### config.mk
export PLATFORM = sky130hd
export DESIGN_NAME = ds_scoreboard_ctrl_flat
export DESIGN_NICKNAME = d
export VERILOG_FILES = /design/src/rtl/ds_sb_pkg.sv /design/src/rtl/ds_scoreboard_ctrl_if.sv /design/src/rtl/sb_entry.sv /design/src/rtl/ds_scoreboard_ctrl.sv /design/src/flat_wrapper.sv
export SDC_FILE = /design/constraint.sdc
export NUM_CORES = 1
export LEC_CHECK = 0
export ABC_AREA = 1
export BUFFER_PORTS_ARGS = -buffer_cell sky130_fd_sc_hd__buf_2
export CELL_PAD_IN_SITES_DETAIL_PLACEMENT = 0
export CELL_PAD_IN_SITES_GLOBAL_PLACEMENT = 1
export CORE_MARGIN = 4
export CORE_UTILIZATION = 29
export CTS_BUF_LIST = sky130_fd_sc_hd__clkbuf_16
export DETAILED_ROUTE_END_ITERATION = 6
export GPL_TIMING_DRIVEN = 0
export HOLD_SLACK_MARGIN = 0.12
export PLACE_DENSITY_LB_ADDON = 0.1
export SLEW_MARGIN = 5
export SYNTH_ARGS = -nofsm -noshare
export SYNTH_HDL_FRONTEND = slang
export SYNTH_SLANG_ARGS = --single-unit
export TNS_END_PERCENT = 10
### constraint.sdc
create_clock -name clk -period 2.25 [get_ports clk]
set_clock_uncertainty 0.05 [all_clocks]
set_input_delay 0.3375 -clock clk [delete_from_list [all_inputs] [get_ports clk]]
set_output_delay 0.3375 -clock clk [all_outputs]
set_load 0.05 [all_outputs]
### src/rtl/ds_sb_pkg.sv
// Shared types and helpers for the decode-stage register scoreboard.
// Holds the default geometry, the per-register entry type and the
// saturating pending-writer counter update.
package ds_sb_pkg;

  localparam int REG_ADDR_W = 5;
  localparam int NREG       = 32;
  localparam int CNT_W      = 2;
  localparam int PERF_W     = 32;

  localparam logic [CNT_W-1:0] CNT_MAX = {CNT_W{1'b1}};

  typedef struct packed {
    logic [CNT_W-1:0] cnt;
    logic             ld;
  } sb_entry_t;

  // Issue and retire in the same cycle cancel; the counter never wraps
  // in either direction.
  function automatic logic [CNT_W-1:0] cnt_next(input logic [CNT_W-1:0] cnt,
                                                input logic             inc,
                                                input logic             dec);
    cnt_next = cnt;
    if (inc && !dec && (cnt != CNT_MAX)) begin
      cnt_next = cnt + 1'b1;
    end else if (dec && !inc && (cnt != '0)) begin
      cnt_next = cnt - 1'b1;
    end
  endfunction

endpackage

### src/rtl/ds_scoreboard_ctrl_if.sv
// Decode-stage <-> scoreboard signal bundle. The decode stage is the
// master (drives issue/source/retire information), the scoreboard is the
// slave (returns busy, load-use and go indications).
interface ds_scoreboard_ctrl_if
  import ds_sb_pkg::*;
#(
  parameter int PERF_W = ds_sb_pkg::PERF_W
);
  logic                  issue_fire;
  logic                  issue_we;
  logic [REG_ADDR_W-1:0] issue_dest;
  logic                  issue_load;
  logic                  src1_used;
  logic [REG_ADDR_W-1:0] src1_addr;
  logic                  src2_used;
  logic [REG_ADDR_W-1:0] src2_addr;
  logic                  dst_check;
  logic [REG_ADDR_W-1:0] dst_addr;
  logic                  load_done;
  logic [REG_ADDR_W-1:0] load_done_addr;
  logic                  retire_we;
  logic [REG_ADDR_W-1:0] retire_addr;
  logic                  src1_busy;
  logic                  src2_busy;
  logic                  load_stall;
  logic                  ds_ready_go;
  logic                  sb_err;
  logic [PERF_W-1:0]     stall_cycles;

  modport master (
    output issue_fire, issue_we, issue_dest, issue_load,
    output src1_used, src1_addr, src2_used, src2_addr,
    output dst_check, dst_addr, load_done, load_done_addr,
    output retire_we, retire_addr,
    input  src1_busy, src2_busy, load_stall, ds_ready_go, sb_err, stall_cycles
  );

  modport slave (
    input  issue_fire, issue_we, issue_dest, issue_load,
    input  src1_used, src1_addr, src2_used, src2_addr,
    input  dst_check, dst_addr, load_done, load_done_addr,
    input  retire_we, retire_addr,
    output src1_busy, src2_busy, load_stall, ds_ready_go, sb_err, stall_cycles
  );

endinterface

### src/rtl/sb_entry.sv
// One scoreboard entry: pending-writer counter plus "newest writer is a
// load" flag. err pulses when a retire finds no writer or an issue finds
// the counter already saturated.
module sb_entry
  import ds_sb_pkg::*;
(
  input  logic             clk,
  input  logic             resetn,
  input  logic             inc,
  input  logic             dec,
  input  logic             ld_set_val,
  input  logic             ld_clr,
  output logic [CNT_W-1:0] cnt,
  output logic             ld,
  output logic             err
);

  sb_entry_t st_q;
  sb_entry_t st_d;

  // Next entry state: newest issue defines the load flag, otherwise a
  // retire to zero or forwarded load data clears it.
  always_comb begin
    st_d     = st_q;
    st_d.cnt = cnt_next(st_q.cnt, inc, dec);
    if (inc) begin
      st_d.ld = ld_set_val;
    end else if ((dec && (st_d.cnt == '0)) || ld_clr) begin
      st_d.ld = 1'b0;
    end
  end

  // Entry state register.
  always_ff @(posedge clk) begin
    if (!resetn) begin
      st_q <= '0;
    end else begin
      st_q <= st_d;
    end
  end

  assign cnt = st_q.cnt;
  assign ld  = st_q.ld;
  assign err = (inc && !dec && (st_q.cnt == CNT_MAX)) ||
               (dec && !inc && (st_q.cnt == '0));

endmodule

### src/rtl/ds_scoreboard_ctrl.sv
// Register-dependency scoreboard and issue controller for the decode stage.
// Tracks in-flight GPR writes from ID->EX issue to WB retirement and derives
// the decode go signal, per-source busy / load-use flags, a sticky
// consistency error and a stall-cycle counter.
// Build option: DS_SCOREBOARD_FWD_EN -- when defined, only load-use hazards
// and counter saturation stall decode (bypass network covers other busy
// sources); when undefined, any busy source stalls.
module ds_scoreboard_ctrl
  import ds_sb_pkg::*;
#(
  parameter int NREG   = ds_sb_pkg::NREG,
  parameter int PERF_W = ds_sb_pkg::PERF_W
)(
  input  logic                 clk,
  input  logic                 resetn,
  ds_scoreboard_ctrl_if.slave  sb
);

  logic [NREG-1:0][CNT_W-1:0] cnt_v;
  logic [NREG-1:0]            ld_v;
  logic [NREG-1:0]            err_v;

  logic issue_ev;
  logic retire_ev;
  logic src1_busy;
  logic src2_busy;
  logic load_stall;
  logic sat_block;
  logic ready_go;
  logic stalled;

  logic [PERF_W-1:0] stall_cnt_q;
  logic              sb_err_q;

  assign issue_ev  = sb.issue_fire && sb.issue_we && (sb.issue_dest != '0);
  assign retire_ev = sb.retire_we && (sb.retire_addr != '0);

  // r0 is hard-wired idle so reads of it are never busy.
  assign cnt_v[0] = '0;
  assign ld_v[0]  = 1'b0;
  assign err_v[0] = 1'b0;

  for (genvar i = 1; i < NREG; i++) begin : g_ent
    sb_entry u_ent (
      .clk        (clk),
      .resetn     (resetn),
      .inc        (issue_ev  && (sb.issue_dest  == REG_ADDR_W'(i))),
      .dec        (retire_ev && (sb.retire_addr == REG_ADDR_W'(i))),
      .ld_set_val (sb.issue_load),
      .ld_clr     (sb.load_done && (sb.load_done_addr == REG_ADDR_W'(i))),
      .cnt        (cnt_v[i]),
      .ld         (ld_v[i]),
      .err        (err_v[i])
    );
  end

  // Read side: hazards are judged on current state only; a same-cycle
  // retire is covered by regfile write-through on the following cycle.
  always_comb begin
    src1_busy  = sb.src1_used && (cnt_v[sb.src1_addr] != '0);
    src2_busy  = sb.src2_used && (cnt_v[sb.src2_addr] != '0);
    load_stall = (src1_busy && ld_v[sb.src1_addr]) ||
                 (src2_busy && ld_v[sb.src2_addr]);
    sat_block  = sb.dst_check && (cnt_v[sb.dst_addr] == CNT_MAX);
`ifdef DS_SCOREBOARD_FWD_EN
    ready_go   = !load_stall && !sat_block;
`else
    ready_go   = !(src1_busy || src2_busy) && !sat_block;
`endif
    stalled    = !ready_go && (sb.src1_used || sb.src2_used || sb.dst_check);
  end

  // Stall-cycle counter (wraps) and sticky scoreboard error.
  always_ff @(posedge clk) begin
    if (!resetn) begin
      stall_cnt_q <= '0;
      sb_err_q    <= 1'b0;
    end else begin
      if (stalled) begin
        stall_cnt_q <= stall_cnt_q + 1'b1;
      end
      if (|err_v) begin
        sb_err_q <= 1'b1;
      end
    end
  end

  assign sb.src1_busy    = src1_busy;
  assign sb.src2_busy    = src2_busy;
  assign sb.load_stall   = load_stall;
  assign sb.ds_ready_go  = ready_go;
  assign sb.sb_err       = sb_err_q;
  assign sb.stall_cycles = stall_cnt_q;

endmodule
### src/flat_wrapper.sv
// flat-port wrapper written by rule: the top's interface ports become plain ports
module ds_scoreboard_ctrl_flat import ds_sb_pkg::*;
#(
  parameter int NREG   = ds_sb_pkg::NREG,
  parameter int PERF_W = ds_sb_pkg::PERF_W
)
  (clk, resetn, sb_issue_fire, sb_issue_we, sb_issue_dest, sb_issue_load, sb_src1_used, sb_src1_addr, sb_src2_used, sb_src2_addr, sb_dst_check, sb_dst_addr, sb_load_done, sb_load_done_addr, sb_retire_we, sb_retire_addr, sb_src1_busy, sb_src2_busy, sb_load_stall, sb_ds_ready_go, sb_sb_err, sb_stall_cycles);
  ds_scoreboard_ctrl_if #(.PERF_W(PERF_W)) sb_i ();
  input  logic clk;
  input  logic resetn;
  input wire logic [$bits(sb_i.issue_fire)-1:0] sb_issue_fire;
  input wire logic [$bits(sb_i.issue_we)-1:0] sb_issue_we;
  input wire logic [$bits(sb_i.issue_dest)-1:0] sb_issue_dest;
  input wire logic [$bits(sb_i.issue_load)-1:0] sb_issue_load;
  input wire logic [$bits(sb_i.src1_used)-1:0] sb_src1_used;
  input wire logic [$bits(sb_i.src1_addr)-1:0] sb_src1_addr;
  input wire logic [$bits(sb_i.src2_used)-1:0] sb_src2_used;
  input wire logic [$bits(sb_i.src2_addr)-1:0] sb_src2_addr;
  input wire logic [$bits(sb_i.dst_check)-1:0] sb_dst_check;
  input wire logic [$bits(sb_i.dst_addr)-1:0] sb_dst_addr;
  input wire logic [$bits(sb_i.load_done)-1:0] sb_load_done;
  input wire logic [$bits(sb_i.load_done_addr)-1:0] sb_load_done_addr;
  input wire logic [$bits(sb_i.retire_we)-1:0] sb_retire_we;
  input wire logic [$bits(sb_i.retire_addr)-1:0] sb_retire_addr;
  output wire logic [$bits(sb_i.src1_busy)-1:0] sb_src1_busy;
  output wire logic [$bits(sb_i.src2_busy)-1:0] sb_src2_busy;
  output wire logic [$bits(sb_i.load_stall)-1:0] sb_load_stall;
  output wire logic [$bits(sb_i.ds_ready_go)-1:0] sb_ds_ready_go;
  output wire logic [$bits(sb_i.sb_err)-1:0] sb_sb_err;
  output wire logic [$bits(sb_i.stall_cycles)-1:0] sb_stall_cycles;
  assign sb_i.issue_fire = sb_issue_fire;
  assign sb_i.issue_we = sb_issue_we;
  assign sb_i.issue_dest = sb_issue_dest;
  assign sb_i.issue_load = sb_issue_load;
  assign sb_i.src1_used = sb_src1_used;
  assign sb_i.src1_addr = sb_src1_addr;
  assign sb_i.src2_used = sb_src2_used;
  assign sb_i.src2_addr = sb_src2_addr;
  assign sb_i.dst_check = sb_dst_check;
  assign sb_i.dst_addr = sb_dst_addr;
  assign sb_i.load_done = sb_load_done;
  assign sb_i.load_done_addr = sb_load_done_addr;
  assign sb_i.retire_we = sb_retire_we;
  assign sb_i.retire_addr = sb_retire_addr;
  assign sb_src1_busy = sb_i.src1_busy;
  assign sb_src2_busy = sb_i.src2_busy;
  assign sb_load_stall = sb_i.load_stall;
  assign sb_ds_ready_go = sb_i.ds_ready_go;
  assign sb_sb_err = sb_i.sb_err;
  assign sb_stall_cycles = sb_i.stall_cycles;
  ds_scoreboard_ctrl #(.NREG(NREG), .PERF_W(PERF_W)) u_core (.clk(clk), .resetn(resetn), .sb(sb_i));
endmodule
==> results of run 1 <==
## cell usage after synthesis, types with 4 or more instances
| cell type | instances | area share |
|---|---|---|
| inv_1 | 252 | 0.086 |
| nand3b_1 | 39 | 0.027 |
| nor2_1 | 194 | 0.066 |
| nor4_1 | 6 | 0.0034 |
| nor2_2 | 20 | 0.011 |
| nand2_2 | 13 | 0.0074 |
| nand2_1 | 455 | 0.16 |
| buf_4 | 10 | 0.0068 |
| a21oi_1 | 110 | 0.050 |
| xor2_1 | 39 | 0.031 |
| ha_1 | 63 | 0.072 |
| xnor2_1 | 7 | 0.0056 |
| o21ai_1 | 13 | 0.0059 |
| a211oi_1 | 9 | 0.0061 |
| o22ai_1 | 4 | 0.0023 |
| dfxtp_1 | 126 | 0.23 |
| o211ai_1 | 19 | 0.013 |
| nor3_1 | 18 | 0.0082 |
| clkbuf_1 | 20 | 0.0068 |
| buf_2 | 17 | 0.0077 |
| nand3_1 | 239 | 0.11 |
| a31oi_1 | 4 | 0.0023 |
| inv_2 | 9 | 0.0031 |
| nand4_1 | 81 | 0.046 |
| o21ai_0 | 48 | 0.022 |
## kinds of logic after synthesis
logic type	synth area share
AOI/OAI and AO/OA	0.108
xor gates and xnor gates	0.0367
buffers and inverters	0.115
and+or+nand+nor	0.438
DFF	0.230
adders and majority gates	0.0717
## timing repair
action | in CTS | in global routing
endpoints found under the setup margin | 37 | 26
setup buffers | 23 | 6
resized for setup | 190 | 43
hold buffers | 0 | 0
pin swaps | 33 | 17
## state kept, by name (all words and copies together), names as in the netlist
signal                  flops
u_core.sb.stall_cycles     32
u_core.sb.sb_err            1
u_core.g_ent.u_ent.ld      31
u_core.g_ent.u_ent.cnt     62
## worst min-delay path: cells and delay by family
family | cells | cell delay [ns]
buffers and inverters | 1 | 0.11
AOI/OAI and AO/OA | 2 | 0.19
## through the flow
stage,power [mW],instances,utilization,area (um2),setup slack (ns)
final,6.19,2478,0.358,13400,-0.154
after global routing,6.40,2478,0.358,13400,-0.211
after CTS,6.23,2472,0.354,13300,-0.141
after detailed placement,3.22,2418,0.320,12000,-0.930
after global placement,3.22,2418,0.320,12000,-0.951
after floorplan,2.85,1835,-,11000,0.000454
## per-layer routing
| metal | vias to the layer above | global-route usage | part of all wire |
|---|---|---|---|
| met5 | - | 0 | 0.00026 |
| met4 | 2 | 0.105 | 0.045 |
| met3 | 90 | 0.0462 | 0.061 |
| met2 | 370 | 0.402 | 0.46 |
| met1 | 5897 | 0.313 | 0.43 |
| li1 | 6277 | - | - |
## where the power goes
part | switching, mW | internal [mW] | leakage, nW
clock network | 1.28 | 1.65 | 0.285
logic | 0.732 | 0.288 | 4.46
registers | 0.0260 | 2.22 | 1.05
total | 2.03 | 4.15 | 5.80
## area by class of cell
type                       instances  area, um2
timing repair buffer             101        629
buffer                            49        323
multi-input combinational       1394       7570
clock inverter                    15        164
inverter                         265       1020
sequential                       126       2660
clock buffer                      17        425
tap                              511        639
fill                            4265      24100
## final timing paths
| check | slack, ns | to |
|---|---|---|
| max reg2reg | 0.07 | u_core.sb.sb_err |
| max | -0.15 | u_core.sb.sb_err |
| min reg2reg | 0.47 | u_core.g_ent[31].u_ent.ld |
| min | 0.17 | u_core.g_ent[16].u_ent.ld |
==> flow_summary.yaml, run 1 <==
clocking:
  h-tree-depth: 4
  cts_sinks: 126
  clk_path_buf_depth: 2
  cts_buffers: 17
  insertion_delay_ns: 0.46
  clockRootBuffer: "clkbuf_16"
  cts.reportedPaths.clkPinSlew_ns: 0.06
  cts_tree: "done"
placement:
  dp_hpwl_um: 40200
  routabilityCongestion: 0.943
  io_buffers: 72
grt:
  overflow: 0
  antenna_found_initial: 1
  grt_usage: 0.244
  grt_pass1_vias: 12100
  grt_max_degree: 17
  grt_pass1_wl_um: 75200
layout:
  final_common_cell: "nand2_1"
  drive_gt1_frac: 0.182
  fin_nets: 2057
  final_cell_mix: "nand2_1, inv_1, nand3_1, nor2_1, a21oi_1"
  syn_to_final_growth_pct: 22.3
  antennaDiodeCount: 0
sta:
  setup_slack_ns: -0.154
  rsz0062_at_grt: "true"
  slew_violations: 0
  maxSlewHeadroom: 0.321
  fin_crit_ns: 2.40
  max_freq_mhz: 416
  holdWs_ns: 0.172
  finalSetupViolations: 4
  fin_setup_tns_ns: -0.545
  hold_viol: 0
  post-route-period-util: 1.07
  worst_slew_pin_slew_ns: 1.02
power_and_ir_drop:
  p_per_area_nw_per_um2: 461
  p_leak_nw: 5.80
  peakVddDrop_uv: 500
run:
  cap_violations: 0
setup_path:
  crit_family: "simple AND/OR/NAND/NOR gates"
  critPathKind: "input port to flip-flop"
  cp-start-kind: "input port"
  crit_path_frequent_cell: "nor2_1"
  critPathMaxStageDelay_ns: 0.43
  rr_startpoint: "u_core.g_ent[18].u_ent.cnt[0]"
  cp.arrival_ns: 2.70
  reg2reg_depth: 10
  cp-end-kind: "flip-flop"
  critical_path_buf_inv_count: 4
  crit_chain: "buf_2 -> inv_1 -> nor2_1 -> nand2_1 -> nor2_1 -> inv_1 -> nand3_1 -> nand4_1 -> nor2_1 -> nand2_1 -> nor2_1 -> nand3_1 -> nand2_1 -> inv_1"
  crit_cells: 14
  worst_path_max_delay_cell: "nor2_1"
  cp_max_fo: 4
  critPathLaunch: "sb_retire_addr[0]"
  cp.required_ns: 2.55
route:
  first_iter_violations: 911
  vias: 12600
  drc: 0
  routed_wl_um: 50500
  postRouteAntennaNets: 0
  wl_per_cell_um: 20.4
  vias_per_cell: 5.10
  dr.pass1.iters: 5
synth:
  synth_seq_area_share: 0.230
  synth_edf_count: 0
  synth-seq-cells: 126
  syn_nets: 1938
  ys_types: 36
  synthCells: 1835
  synth_ff_type: "dfxtp_1"
  syn_area_um2: 11000
  syn_avg_cell_area_um2: 5.99
  synth_warnings: 0
  synth_async_sr_flop_share: 0
outcome:
  violations: "negative setup slack"
  status: "complete, but fails checks"
floorplanning:
  dieArea_um2: 41100
  initial_core_util: 0.293
  core_um2: 37500
  fp.dieW_um: 203
  die_h_um: 203
  design.portCount: 77
  num_rows: 71
hold_path:
  worstHoldPathCells: 3
  min_from: "sb_issue_load"
  hold_class: "input port to flip-flop"
Note: power is estimated with default switching activity, not from simulation.
==> run 2: changes to the inputs <==
--- a/config.mk
+++ b/config.mk
@@ -10,12 +10,13 @@
 export CELL_PAD_IN_SITES_DETAIL_PLACEMENT = 0
 export CELL_PAD_IN_SITES_GLOBAL_PLACEMENT = 1
 export CORE_MARGIN = 4
-export CORE_UTILIZATION = 29
+export CORE_UTILIZATION = 43
 export CTS_BUF_LIST = sky130_fd_sc_hd__clkbuf_16
 export DETAILED_ROUTE_END_ITERATION = 6
 export GPL_TIMING_DRIVEN = 0
 export HOLD_SLACK_MARGIN = 0.12
 export PLACE_DENSITY_LB_ADDON = 0.1
+export REMOVE_ABC_BUFFERS = 1
 export SLEW_MARGIN = 5
 export SYNTH_ARGS = -nofsm -noshare
 export SYNTH_HDL_FRONTEND = slang
==> flow_summary.yaml, run 2 (synthesis gave the netlist of run 1 again) <==
sta:
  slew_violations: 0
  finalSetupViolations: 4
  fin_crit_ns: 2.39
  max_freq_mhz: 419
  maxSlewHeadroom: 0.380
  rsz0062_at_grt: "true"
  post-route-period-util: 1.06
  hold_viol: 0
  setup_slack_ns: -0.139
  worst_slew_pin_slew_ns: 0.930
  holdWs_ns: 0.266
clocking:
  clockRootBuffer: "clkbuf_16"
  insertion_delay_ns: 0.43
  cts.reportedPaths.clkPinSlew_ns: 0.07
  h-tree-depth: 4
  cts_buffers: 17
  cts_tree: "done"
  clk_path_buf_depth: 2
  cts_sinks: 126
layout:
  antennaDiodeCount: 0
  final_common_cell: "nand2_1"
  final_area_um2: 12800
  fin_nets: 2012
  final_core_util: 0.509
  syn_to_final_growth_pct: 16.6
  nFillCells: 2681
  largest_reg_flops: 62
  drive_gt1_frac: 0.148
  final_cell_mix: "nand2_1, inv_1, nand3_1, nor2_1, a21oi_1"
grt:
  grt-busiest-layer: "met2"
  grt_usage: 0.301
  use_met1: 0.400
  grt_max_degree: 89
  overflow: 0
  antenna_found_initial: 0
  grt_pass1_vias: 11600
  grtUsageMet2: 0.503
  grt_pass1_wl_um: 66400
  met3_usage: 0.0404
setup_path:
  worst_path_max_delay_cell: "dfxtp_1"
  reg2reg_depth: 13
  crit_chain: "nor2_2 -> buf_4 -> nand2_1 -> nand3_1 -> nand3_1 -> nand3_2 -> nand2_4 -> nand2_8 -> inv_1 -> nand2_1 -> o21ai_2 -> buf_6"
  critical_path_buf_inv_count: 3
  critPathMaxStageDelay_ns: 0.40
  cp-end-kind: "primary output"
  r2r_setup_slack_ns: 0.17
  r2r_end: "u_core.sb.stall_cycles[23]"
  cp-start-kind: "flip-flop"
  cp.required_ns: 1.86
  crit_family: "simple AND/OR/NAND/NOR gates"
  cp.arrival_ns: 2.00
  rr_startpoint: "u_core.g_ent[13].u_ent.cnt[0]"
  cp_max_fo: 4
  critPathKind: "flip-flop to primary output"
floorplanning:
  design.portCount: 77
  die_h_um: 168
  fp.dieW_um: 168
  core_um2: 25200
  dieArea_um2: 28200
  initial_core_util: 0.436
  num_rows: 58
route:
  vias: 12600
  postRouteAntennaNets: 0
  vias_per_cell: 5.61
  wl_per_cell_um: 19.3
  routed_wl_um: 43600
  dr.pass1.iters: 6
  first_iter_violations: 1525
  drc: 0
power_and_ir_drop:
  p_int_mw: 4.38
  combPwrFrac: 0.153
  netSwitchingFraction: 0.314
  power_switching_mw: 2.00
  p_per_area_nw_per_um2: 498
  peakVddDrop_uv: 462
  power.share.sequential: 0.355
  p_leak_nw: 5.63
  clockPowerShare: 0.492
  power_mw: 6.38
placement:
  io_buffers: 76
  post-place-ws_ns: -2.20
  placed_cell_area_um2: 11500
  dp_hpwl_um: 31900
  routabilityCongestion: 1.03
run:
  cap_violations: 0
outcome:
  violations: "negative setup slack"
  status: "complete, but fails checks"
hold_path:
  min_to: "u_core.sb.stall_cycles[1]"
  min_from: "resetn"
  hold_class: "input port to flip-flop"
  worstHoldPathCells: 3
run 2: changes by cell type in the layout (fill, tap and decap cells not counted), sizes merged:
cell	change
inv	+1
clkbuf	-21
buf	-28
nand3	+2
nand2	+2
clkinv	-3
bufinv	+2
run 2: layer usage:
metal | vias to the layer above | share of wire | wire length, um
met4 | 0 | 0.034 | 1490
met3 | 90 | 0.072 | 3140
met5 | - | 0 | 0
met1 | 5824 | 0.43 | 18900
li1 | 6185 | - | -
met2 | 524 | 0.46 | 20000
run 2: repair_timing:
item / in CTS / in global routing
endpoints found under the setup margin: 42 / 31
gates resized for setup: 115 / 36
setup buffers: 21 / 3
pin swaps: 14 / 9
gates cloned: 4 / 0
hold buffers: 0 / 0
run 2: worst register-to-register path, delay by kind of cell (launching register included):
kind | cells | cell delay [ns]
simple gates | 11 | 1.31
flops | 1 | 0.35
buf+inv | 1 | 0.19
compound gates | 1 | 0.07
run 2: power by group through the flow:
stage          combinational [mW]  sequential (mW)  clock [mW]
6_report                    0.975             2.27        3.14
3_5_place_dp                0.797             2.32           0
2_1_floorplan               0.419             2.35           0
5_1_grt                      1.03             2.27        3.24
4_1_cts                     0.930             2.27        3.16
3_3_place_gp                0.788             2.32           0
run 2: how the worst max path moves through the flow:
stage / from / endpoint / slack (ns) / cells past startpoint
floorplan: sb_src1_addr[0] / sb_load_stall / -1.50 / 11
global placement: sb_src1_addr[0] / sb_ds_ready_go / -2.16 / 13
detailed placement: sb_src1_addr[0] / sb_ds_ready_go / -2.20 / 13
CTS: u_core.g_ent[15].u_ent.cnt[1] / sb_ds_ready_go / -0.12 / 11
global route: u_core.g_ent[3].u_ent.cnt[0] / sb_load_stall / -0.24 / 13
finish: u_core.g_ent[25].u_ent.cnt[0] / sb_load_stall / -0.14 / 12
run 2: cell type report:
cell class | count | area, um2 | area share
Clock buffer | 17 | 425 | 0.0332
Clock inverter | 15 | 210 | 0.0164
Inverter | 265 | 1020 | 0.0800
Multi-Input combinational cell | 1398 | 7480 | 0.584
Sequential cell | 126 | 2590 | 0.202
Tap cell | 330 | 413 | 0.0322
Timing Repair Buffer | 101 | 668 | 0.0521
run 2: metrics by stage:
step                      setup TNS (ns)  cells
after floorplan                   -15.20   1785
after global placement           -233.29   2191
after detailed placement          -76.87   2192
after CTS                         -0.229   2249
after global routing              -0.744   2252
final                             -0.347   2252
